[src/rtl/chip8_timers.sv]
// chip8_timers: prescaled down-counting timer channels (delay/sound) with
// one-shot or auto-reload modes, registered readback and a sticky illegal-load flag.
module chip8_timers #(
    parameter int DIV        = 16,
    parameter int NUM_TIMERS = 2,
    parameter int WIDTH      = 8,
    parameter int SEL_W      = 1
) (
    input  logic                  clk,
    input  logic                  rst,
    input  logic                  en,
    input  logic                  ld,
    input  logic [SEL_W-1:0]      ld_sel,
    input  logic [WIDTH-1:0]      ld_val,
    input  logic                  ld_reload,
    input  logic [SEL_W-1:0]      rd_sel,
    output logic [WIDTH-1:0]      rd_val,
    output logic                  tick,
    output logic [NUM_TIMERS-1:0] active,
    output logic [NUM_TIMERS-1:0] expired,
    output logic                  sound,
    output logic                  err
);
    localparam int PW = $clog2(DIV);

    logic [PW-1:0]         presc_q, presc_d;
    logic [WIDTH-1:0]      cnt_q [NUM_TIMERS], cnt_d [NUM_TIMERS];
    logic [WIDTH-1:0]      rel_q [NUM_TIMERS], rel_d [NUM_TIMERS];
    logic [NUM_TIMERS-1:0] mode_q, mode_d, exp_q, exp_d, ld_hit;
    logic [WIDTH-1:0]      rd_q, rd_d;
    logic                  tick_q, err_q, err_d, dec;

    assign dec = en && presc_q == PW'(DIV - 1);

    always_comb begin
        presc_d = en ? (dec ? '0 : presc_q + 1'b1) : presc_q;
        rd_d    = '0;
        ld_hit  = '0;
        for (int i = 0; i < NUM_TIMERS; i++) begin
            ld_hit[i] = ld && ld_sel == SEL_W'(i);
            // a same-edge load wins over the decrement and suppresses expiry
            cnt_d[i]  = ld_hit[i] ? ld_val
                      : (dec && cnt_q[i] != '0) ? (cnt_q[i] == WIDTH'(1) ? (mode_q[i] ? rel_q[i] : '0)
                                                                         : cnt_q[i] - 1'b1)
                      : cnt_q[i];
            rel_d[i]  = ld_hit[i] ? ld_val : rel_q[i];
            mode_d[i] = ld_hit[i] ? ld_reload : mode_q[i];
            exp_d[i]  = dec && cnt_q[i] == WIDTH'(1) && !ld_hit[i];
            active[i] = cnt_q[i] != '0;
            if (rd_sel == SEL_W'(i)) rd_d = cnt_q[i];
        end
        err_d = err_q | (ld & ~|ld_hit);
    end

    always_ff @(posedge clk or negedge rst) begin
        if (!rst) begin
            presc_q <= '0;
            cnt_q   <= '{default: '0};
            rel_q   <= '{default: '0};
            mode_q  <= '0;
            exp_q   <= '0;
            rd_q    <= '0;
            tick_q  <= 1'b0;
            err_q   <= 1'b0;
        end else begin
            presc_q <= presc_d;
            cnt_q   <= cnt_d;
            rel_q   <= rel_d;
            mode_q  <= mode_d;
            exp_q   <= exp_d;
            rd_q    <= rd_d;
            tick_q  <= dec;
            err_q   <= err_d;
        end
    end

    assign rd_val  = rd_q;
    assign tick    = tick_q;
    assign expired = exp_q;
    assign err     = err_q;

    if (NUM_TIMERS >= 2) begin : g_snd
        assign sound = active[1];
    end else begin : g_nosnd
        assign sound = 1'b0;
    end
endmodule

[config.mk]
export PLATFORM = sky130hd
export DESIGN_NAME = chip8_timers
export DESIGN_NICKNAME = d
export VERILOG_FILES = /design/src/rtl/chip8_timers.sv
export SDC_FILE = /design/constraint.sdc
export NUM_CORES = 1
export LEC_CHECK = 0
export CAP_MARGIN = 20
export CORE_MARGIN = 3
export CORE_UTILIZATION = 55
export DETAILED_ROUTE_END_ITERATION = 8
export MAX_ROUTING_LAYER = met4
export PLACE_DENSITY = 0.79
export RECOVER_POWER = 100
export SYNTH_ARGS = -nofsm -noshare
export SYNTH_HDL_FRONTEND = slang
export SYNTH_SLANG_ARGS = --single-unit
[constraint.sdc]
create_clock -name clk -period 3.6 [get_ports clk]
set_clock_uncertainty 0.15 [all_clocks]
set_input_delay 0.54 -clock clk [delete_from_list [all_inputs] [get_ports clk]]
set_output_delay 0.54 -clock clk [all_outputs]
set_load 0.05 [all_outputs]
# After elaboration in Yosys (flattened, before gate mapping)
# Index checks and enable logic that the tools add are counted.
dict set report classes {
  addsub 3
  multipliers 0
  n_div 0
  order_cmp 0
  eq_ne 3
  shifts 0
  muxes 10
  bitwise_logic 3
  n_reduce_logical 17
}
# operator count
set op_table {}
lappend op_table {{2-to-1 mux 8 bit} 9}
lappend op_table {{equality test 8 x 1 -> 1 bit (second input constant)} 2}
lappend op_table {{nonzero test 8 bit} 2}
lappend op_table {{subtractor 8 x 1 -> 8 bit (second input constant)} 2}
lappend op_table {{logical AND 1 bit} 9}
lappend op_table {{adder 4 x 1 -> 4 bit (second input constant)} 1}
lappend op_table {{equality test 4 bit (second input constant)} 1}
lappend op_table {{2-to-1 mux 4 bit} 1}
lappend op_table {{nonzero test 2 bit} 2}
lappend op_table {{zero test 1 bit} 3}
lappend op_table {{OR reduction 2 bit} 1}
lappend op_table {{AND 1 bit} 1}
lappend op_table {{inverter 1 bit} 1}
lappend op_table {{OR 1 bit} 1}
dict set report totals {
  register_bits 50
  latch_bits 0
  ram_bits 0
  rom_bits 0
  in_bits 15
  wordCells 47
  memories 0
}

# Longest topological paths before layout
# Gate-level depths: netlist of run 1.
dict set report depth {
  depth_word 6
  depth_mapped 7
  mapped_depth_nobuf 7
}

# Least setup slack after synthesis of run 1
# No wires, ideal clock.
dict set report synth_timing {
  kind {flip-flop to output port}
  from {reg cnt_q[4] in the netlist's numbering}
  to {out active[1]}
  t_arrival_ps 1541
  setup_slack_ps 1369
  stages_incl_launch_ff 5
  path_buffers 2
  path_cell_list {dfrtp_1 -> buf_6 -> nor4_4 -> nand3_2 -> buf_4}
}
dict set report synth_via {
  elab_chain_len 1
}
# item line
set synth_lines {}
lappend synth_lines {{start, declared} 27} ;# logic [WIDTH-1:0] cnt_q [NUM_TIMERS], cnt_d [NUM_TIMERS];
lappend synth_lines {{start signal, assigned} 67} ;# cnt_q <= cnt_d;
lappend synth_lines {{nonzero test 8 bit} 49} ;# active[i] = cnt_q[i] != '0;
lappend synth_lines {{end, declared} 19} ;# output logic [NUM_TIMERS-1:0] active,
# Every way passes these cells.

# Worst setup path in the final report of run 1
# Ends and elaborated chain as after synthesis.

==> results.cfg, run 1 <==
[die]
num_io_pins = 30
fp.dieH_um = 74.2
die_x_um = 74.2
core_um2 = 4410
rows = 24
start_util_pct = 58.0
die-area_um2 = 5510

[clock_network]
cts_resized = 0
cts_buffer_depth = 2
cts_sinks = 50
cts_made_buffers = 5
clkTransAtPathRegs_ps = 90
clock_latency_ps = 300
htreeDepth = 2
cts_tree = done
clockRootBuffer = clkbuf_8

[place]
dp.cells = 343
globalplace.congestion = 1.00
numPortBuffers = 29
dp_hpwl_um = 4270

[sta]
hold_viol = 0
setup_viol = 0
rsz0062_at_grt = false
slew_headroom_pct = 48.2
fin_crit_sh_pct = 80.3
worst_pin_slew_ps = 777
maxClockFrequency_mhz = 346
whs_ps = 237
setup_tns_ps = 0
fin_crit_ps = 2890
slew_violations = 0

[worst_setup_path]
r2r_end = cnt_q[1]$_DFFE_PN0P_
critPathLaunch = cnt_q[4]$_DFFE_PN0P_
crit_fanout = 9
crit_arrival_ps = 2200
r2r_setup_slack_ps = 1150
critical_path_class = reg2out
ff2ff_path_depth = 6
crit_end = active[1]
reg2reg_from = presc_q[0]$_DFFE_PN0P_
cp.required_ps = 2910
start_kind = flip-flop
crit_path_end_kind = output port

[synth]
async_flop_share_pct = 100
synth_seq_cells = 50
ys.flop_type = dfrtp_1
ys_top_cells_by_area = dfrtp_1, nand2_1, o21ai_0, mux2_2, ha_1
yosysTopAreaCellShare_pct = 48.9
syn_inst = 272
yosysWarningCount = 0
synth-edff-count = 0
syn_nets = 294
netlist_area_um2 = 2560
syn_avg_cell_area_um2 = 9.41
synth_cell_types = 52
synth-seq-area-share_pct = 48.9
yosysTopAreaCell = dfrtp_1

[cells_and_area]
final_common_cell = nand2_1
area_delta_synth_final_pct = 16.8
n_antenna_cell = 0
finalNetCount = 322
post-route-util_pct = 67.7
final_cells = 353
drive_gt1_share_pct = 9.97
final_cell_mix = nand2_1, dfrtp_1, o21ai_0, dlygate4sd3_1, a21oi_1

[flow_run]
max_cap_violations = 0

[pwr]
power_mw = 1.96
power_leakage_nw = 1.34
peakVddDrop_mv = 0.319
pwr_density_cell_nw_per_um2 = 657

[global_routing]
first_global_vias = 2032
grt_util_all_layers_pct = 24.6
grt-ovfl-total = 0
antenna_found_initial = 0
grt_pass1_wl_um = 9920
grt_max_degree = 51

[outcome]
status = finished clean

[routing]
drtAntennaViolNets = 0
wirelength_um = 6080
viasPerCell = 6.15
vias = 2172
drcViolationCount = 0
first_iter_violations = 262
drt_first_pass_iters = 7
wl_per_cell_um = 17.2

[min_path]
hp-class = reg2reg
-- power breakdown --
group / leakage [nW] / internal (mW) / switching, mW
Sequential: 0.630 / 0.691 / 0.153
Combinational: 0.647 / 0.269 / 0.450
Clock: 0.0585 / 0.208 / 0.193
-- cell families after synthesis --
kind of cell / after synthesis / synth area share [%]
simple gates: 117 / 23.0
compound gates: 69 / 17.5
flops: 50 / 48.9
buf+inv: 20 / 3.37
mux: 8 / 3.52
fa+ha+maj: 7 / 3.42
xor+xnor: 1 / 0.342
-- through the flow --
stage | worst slack, ps | cell area [µm²]
after CTS | 701 | 2980
after detailed placement | 1030 | 2870
after floorplan | 1370 | 2560
after global routing | 584 | 2990
final | 708 | 2990
after global placement | 1080 | 2870
-- state kept, by name, summed over array words and instances (netlist names) --
register / flops
tick: 1
presc_q: 4
mode_q: 2
err: 1
cnt_q: 16
expired: 2
rel_q: 16
rd_val: 8
-- what timing repair did --
action | 4_1_cts | 5_1_grt
hold buffers | 0 | 1
endpoints found under the hold margin | 0 | 9
setup buffers | 0 | 0
-- worst max-delay path: stages (launching register included) --
cell	delay, ps
dfrtp_1	510
nor4_4	450
nand3_2	160
dlygate4sd3_1	790
-- final cells by class --
class | count | area, µm²
tap | 52 | 65.1
multi-input combinational | 202 | 1200
clock buffer | 5 | 68.8
fill | 376 | 1430
clock inverter | 3 | 43.8
timing repair buffer | 34 | 329
inverter | 7 | 26.3
sequential | 50 | 1250
-- metal layers --
metal,vias up,global-route usage [%],share of wire [%]
li1,1030,-,-
met1,1042,34.0,45
met2,92,38.0,47
met3,8,3.38,6.7
met4,0,6.64,1.2
met5,-,-,0
-- worst min-delay path by stage --
stage	from	end	slack (ps)	cells past startpoint
after floorplan	rst	cnt_q[0]$_DFFE_PN0P_	90	0
after global placement	err$_DFF_PN0_	err$_DFF_PN0_	210	0
after detailed placement	err$_DFF_PN0_	err$_DFF_PN0_	220	0
after CTS	err$_DFF_PN0_	err$_DFF_PN0_	240	0
after global routing	err$_DFF_PN0_	err$_DFF_PN0_	240	0
final	err$_DFF_PN0_	err$_DFF_PN0_	240	0
-- synthesized netlist by cell type, drive strengths merged (3+ instances only) --
master and count:
o21ai 29, nor4 4, ha 7, a21oi 15, nand4 4, dfrtp 50
a221oi 5, nor2 13, nand3 5, clkbuf 11, mux2 8, inv 6
nand2 64, nor3 8, and3 4, o31ai 3, nand2b 3, o311ai 3
Note: power is estimated with default switching activity, not from simulation.
==> run 2, diff against run 1 <==
Settings changed: CORE_UTILIZATION 55 to 50, PLACE_DENSITY 0.79 to 0.75.
Clock period 3.6 ns to 2.6 ns, I/O delays scaled along.
==> run 2 against run 1 <==
Against the previous run: clock power up 15%; critical endpoint unchanged; wire length fell by 0.26%; die area is 9.2% higher; combinational power up 46%; utilization is 5.6 points lower; cell count up 6.2%; worst hold slack worse by 7.2 ps; non-clock buffer count rose by 7; total power rose by 34%; first-iteration DRC count decreased by 39%; global-route usage decreased by 2.2 points; sequential share of layout area decreased by 0.30 points.
==> results.cfg, run 2 (synthesis results as in run 1) <==
[sta]
hold_viol = 0
setup_viol = 0
slew_headroom_pct = 10.8
setup_tns_ps = 0
whs_ps = 230
rsz0062_at_grt = false
fin_crit_ps = 2390
fin_crit_sh_pct = 91.9
slew_violations = 0
worst_pin_slew_ps = 1340
maxClockFrequency_mhz = 419

[clock_network]
htreeDepth = 2
post-cts-setup-buffers = 0
clock_latency_ps = 290
clockRootBuffer = clkbuf_8
cts_made_buffers = 5
cts_sinks = 50
cts_tree = done
cts_buffer_depth = 2
clkTransAtPathRegs_ps = 90

[routing]
wl_per_cell_um = 16.2
drtAntennaViolNets = 0
drcViolationCount = 0
wirelength_um = 6060
first_iter_violations = 160
drt_first_pass_iters = 4
vias = 2185
viasPerCell = 5.83

[outcome]
status = finished clean

[die]
die_x_um = 77.5
start_util_pct = 52.8
die-area_um2 = 6010
fp.dieH_um = 77.5
rows = 25
num_io_pins = 30
core_um2 = 4850

[global_routing]
grt-ovfl-total = 0
grt_pass1_wl_um = 10500
grt_util_all_layers_pct = 22.4
antenna_found_initial = 0
first_global_vias = 2099
grt_max_degree = 28

[pwr]
peakVddDrop_mv = 0.449
power_leakage_nw = 1.35
pwr_density_cell_nw_per_um2 = 876

[cells_and_area]
final_cell_mix = nand2_1, dfrtp_1, o21ai_0, dlygate4sd3_1, a21oi_1
finalNetCount = 329
multiInputGateArea_um2 = 1180
final_common_cell = nand2_1
seqCellArea_um2 = 1250
n_antenna_cell = 0
area_delta_synth_final_pct = 17.6
n_fill_cell = 461
drive_gt1_share_pct = 9.42

[worst_setup_path]
crit_fanout = 6
cp.required_ps = 2060
crit_path_max_incr_delay_ps = 480
ff2ff_path_depth = 6
crit_path_end_kind = output port
cp_num_buf_inv = 1
r2r_end = cnt_q[12]$_DFFE_PN0P_
reg2reg_from = presc_q[0]$_DFFE_PN0P_
r2r_setup_slack_ps = 340
crit_family = simple AND/OR/NAND/NOR gates
crit_arrival_ps = 1850
critical_path_class = reg2out
crit_slowest_cell = dfrtp_1
crit_chain = nor4_4, nand3_1, dlygate4sd2_1
start_kind = flip-flop

[min_path]
hp-class = reg2reg
hold_depth = 0
min_to = err$_DFF_PN0_
hp-start = err$_DFF_PN0_

[place]
numPortBuffers = 29
globalplace.congestion = 0.932
dp_hpwl_um = 4470

[flow_run]
max_cap_violations = 0
run 2: through the flow:
step           setup WS, ps  instance area (µm²)  utilization, %  total power, mW  instances
2_1_floorplan           519                 2560               -             1.87        272
3_3_place_gp            280                 2960            61.1             2.22        366
3_5_place_dp            265                 2960            61.1             2.23        366
4_1_cts                36.2                 3070            63.2             2.69        375
5_1_grt                82.0                 3010            62.1             2.82        375
6_report                212                 3010            62.1             2.64        375
run 2: layout make-up:
cell class                      instances  share of cell area, %
Clock buffer                            6                   2.74
Clock inverter                          2                  0.416
Inverter                                7                  0.873
Multi-Input combinational cell        202                   39.3
Sequential cell                        50                   41.6
Tap cell                               67                   2.79
Timing Repair Buffer                   41                   12.3
run 2: routing by layer:
metal | up-vias | routed length (µm) | GRT usage, %
met5 | - | 0 | -
met3 | 10 | 313 | 4.41
met1 | 1063 | 2920 | 31.7
li1 | 1038 | - | -
met4 | 0 | 82 | 5.52
met2 | 74 | 2740 | 33.3
run 2: how the worst max path moves through the flow:
stage | startpoint | to | depth (start not counted)
final | cnt_q[5]$_DFFE_PN0P_ | active[1] | 3
after global routing | cnt_q[5]$_DFFE_PN0P_ | active[1] | 3
after CTS | cnt_q[14]$_DFFE_PN0P_ | active[0] | 3
after detailed placement | cnt_q[5]$_DFFE_PN0P_ | active[1] | 3
after global placement | cnt_q[5]$_DFFE_PN0P_ | sound | 3
after floorplan | cnt_q[4]$_DFFE_PN0P_ | active[1] | 4
run 2: power breakdown:
| part | switching [mW] | total (mW) | internal (mW) | leakage (nW) |
|---|---|---|---|---|
| combinational | 0.655 | 1.05 | 0.395 | 0.672 |
| sequential | 0.165 | 1.12 | 0.958 | 0.630 |
| clock | 0.249 | 0.463 | 0.214 | 0.0472 |
run 2: timing repair:
item	4_1_cts	5_1_grt
pin swaps	0	0
hold buffers	1	0
setup endpoints to repair	2	1
resized for setup	2	1
hold endpoints to repair	23	0
==> run 3, diff against run 2 <==
Settings changed: CORE_MARGIN 3 to 8, SLEW_MARGIN from default to 15.
==> run 3 against run 2 <==
Against the previous run: first-iteration DRC count decreased by 36%; fmax decreased by 1.6%; the flow now finishes with violations (capacitance limit, slew limit); non-clock buffer count increased by 3; setup slack got worse by 39 ps.
==> results.cfg, run 3 (synthesis results as in run 1) <==
[global_routing]
grt_util_all_layers_pct = 18.5
gr-usage-met3_pct = 3.66
grt_pass1_wl_um = 10700
first_global_vias = 2101
grt_max_degree = 31
grt-busiest-layer = met2
grt-ovfl-total = 0
use_met2_pct = 27.5
met1_usage_pct = 24.3
antenna_found_initial = 0

[routing]
drtAntennaViolNets = 0
vias = 2201
wl_per_cell_um = 16.3
drcViolationCount = 0
first_iter_violations = 103
drt_first_pass_iters = 4
viasPerCell = 5.78
wirelength_um = 6200

[cells_and_area]
drive_gt1_share_pct = 10.9
final_common_cell = nand2_1
finalNetCount = 332
area_delta_synth_final_pct = 18.2
final_cell_mix = nand2_1, dfrtp_1, o21ai_0, dlygate4sd3_1, a21oi_1
n_antenna_cell = 0

[worst_setup_path]
crit_chain = inv_1, ha_1, nand3_1, dlygate4sd2_1
start_kind = flip-flop
reg2reg_from = cnt_q[13]$_DFFE_PN0P_
r2r_setup_slack_ps = 360
cp_num_cells = 4
ff2ff_path_depth = 6
cp_num_buf_inv = 2
crit_family = buffers and inverters
crit_slowest_cell = dlygate4sd2_1
cp.required_ps = 2060
r2r_end = cnt_q[9]$_DFFE_PN0P_
crit_arrival_ps = 1890
critPathLaunch = cnt_q[0]$_DFFE_PN0P_
crit_path_max_incr_delay_ps = 560
critical_path_class = reg2out
crit_end = sound
crit_fanout = 6
crit_path_end_kind = output port

[min_path]
hp-class = reg2reg
hp-start = err$_DFF_PN0_

[sta]
worst_pin_slew_ps = 1590
setup_viol = 0
worst_slack_ps = 173
slew_violations = 31
fin_crit_ps = 2430
rsz0062_at_grt = false
fin_crit_sh_pct = 93.3
maxClockFrequency_mhz = 412
slew_headroom_pct = -5.91
setup_tns_ps = 0
hold_viol = 0

[pwr]
power_leakage_nw = 1.36
pwr_density_cell_nw_per_um2 = 880
peakVddDrop_mv = 0.460

[die]
start_util_pct = 51.1
rows = 26
die_x_um = 87.5
core_um2 = 5010
die-area_um2 = 7660
num_io_pins = 30
fp.dieH_um = 87.5

[place]
numPortBuffers = 29
dp_hpwl_um = 4620
post-place-ws_ps = 179
globalplace.congestion = 0.963

[clock_network]
cts_sinks = 50
cts_buffer_depth = 2
cts_tree = done
cts_made_buffers = 5
post-cts-setup-buffers = 0
clock_latency_ps = 310
clkTransAtPathRegs_ps = 90
htreeDepth = 2
clockRootBuffer = clkbuf_8

[outcome]
violations = capacitance limit, slew limit
status = finished, violations left

[flow_run]
max_cap_violations = 1
run 3: stage by stage:
step	utilization (%)	instances	total power [mW]	hold WS, ps	cell area [µm²]
final	60.4	381	2.66	228	3020
after global routing	60.4	381	2.83	241	3020
after CTS	61.4	381	2.72	240	3080
after detailed placement	59.4	372	2.25	222	2980
after global placement	59.4	372	2.24	214	2980
after floorplan	-	272	1.87	-55.6	2560
run 3: worst min-delay path by stage:
stage | slack [ps] | to | cells after the start
after floorplan | -60 | cnt_q[0]$_DFFE_PN0P_ | 0
after global placement | 210 | err$_DFF_PN0_ | 0
after detailed placement | 220 | err$_DFF_PN0_ | 0
after CTS | 240 | err$_DFF_PN0_ | 0
after global routing | 240 | err$_DFF_PN0_ | 0
final | 230 | err$_DFF_PN0_ | 0
run 3: where the power goes:
group          switching, mW  leakage [nW]  internal, mW  total [mW]
Sequential             0.168         0.630         0.957        1.13
Clock                  0.250        0.0482         0.215       0.465
Combinational          0.662         0.681         0.408        1.07
Total                   1.08          1.36          1.58        2.66
run 3: layout make-up:
type | count | area [µm²]
multi-input combinational | 202 | 1200
tap | 70 | 87.6
timing repair buffer | 44 | 369
clock inverter | 1 | 5.00
inverter | 7 | 26.3
sequential | 50 | 1250
clock buffer | 7 | 86.3
fill | 461 | 1990
run 3: timing repair:
action / in CTS / in global routing
endpoints found under the hold margin: 28 / 0
gates resized for setup: 2 / 1
endpoints found under the setup margin: 2 / 1
hold buffers: 1 / 0
run 3: metal layers:
layer	wire length, µm	vias to the layer above
li1	-	1054
met1	2840	1058
met2	2870	82
met3	420	7
met4	65	0
met5	0	-
run 3: worst register-to-register path, stage by stage (launching register included):
cell and delay (ps):
dfrtp_1 450, nor4_1 420, buf_4 190, nand2_1 90, nor3_2 510, a21oi_1 170, a221oi_2 180
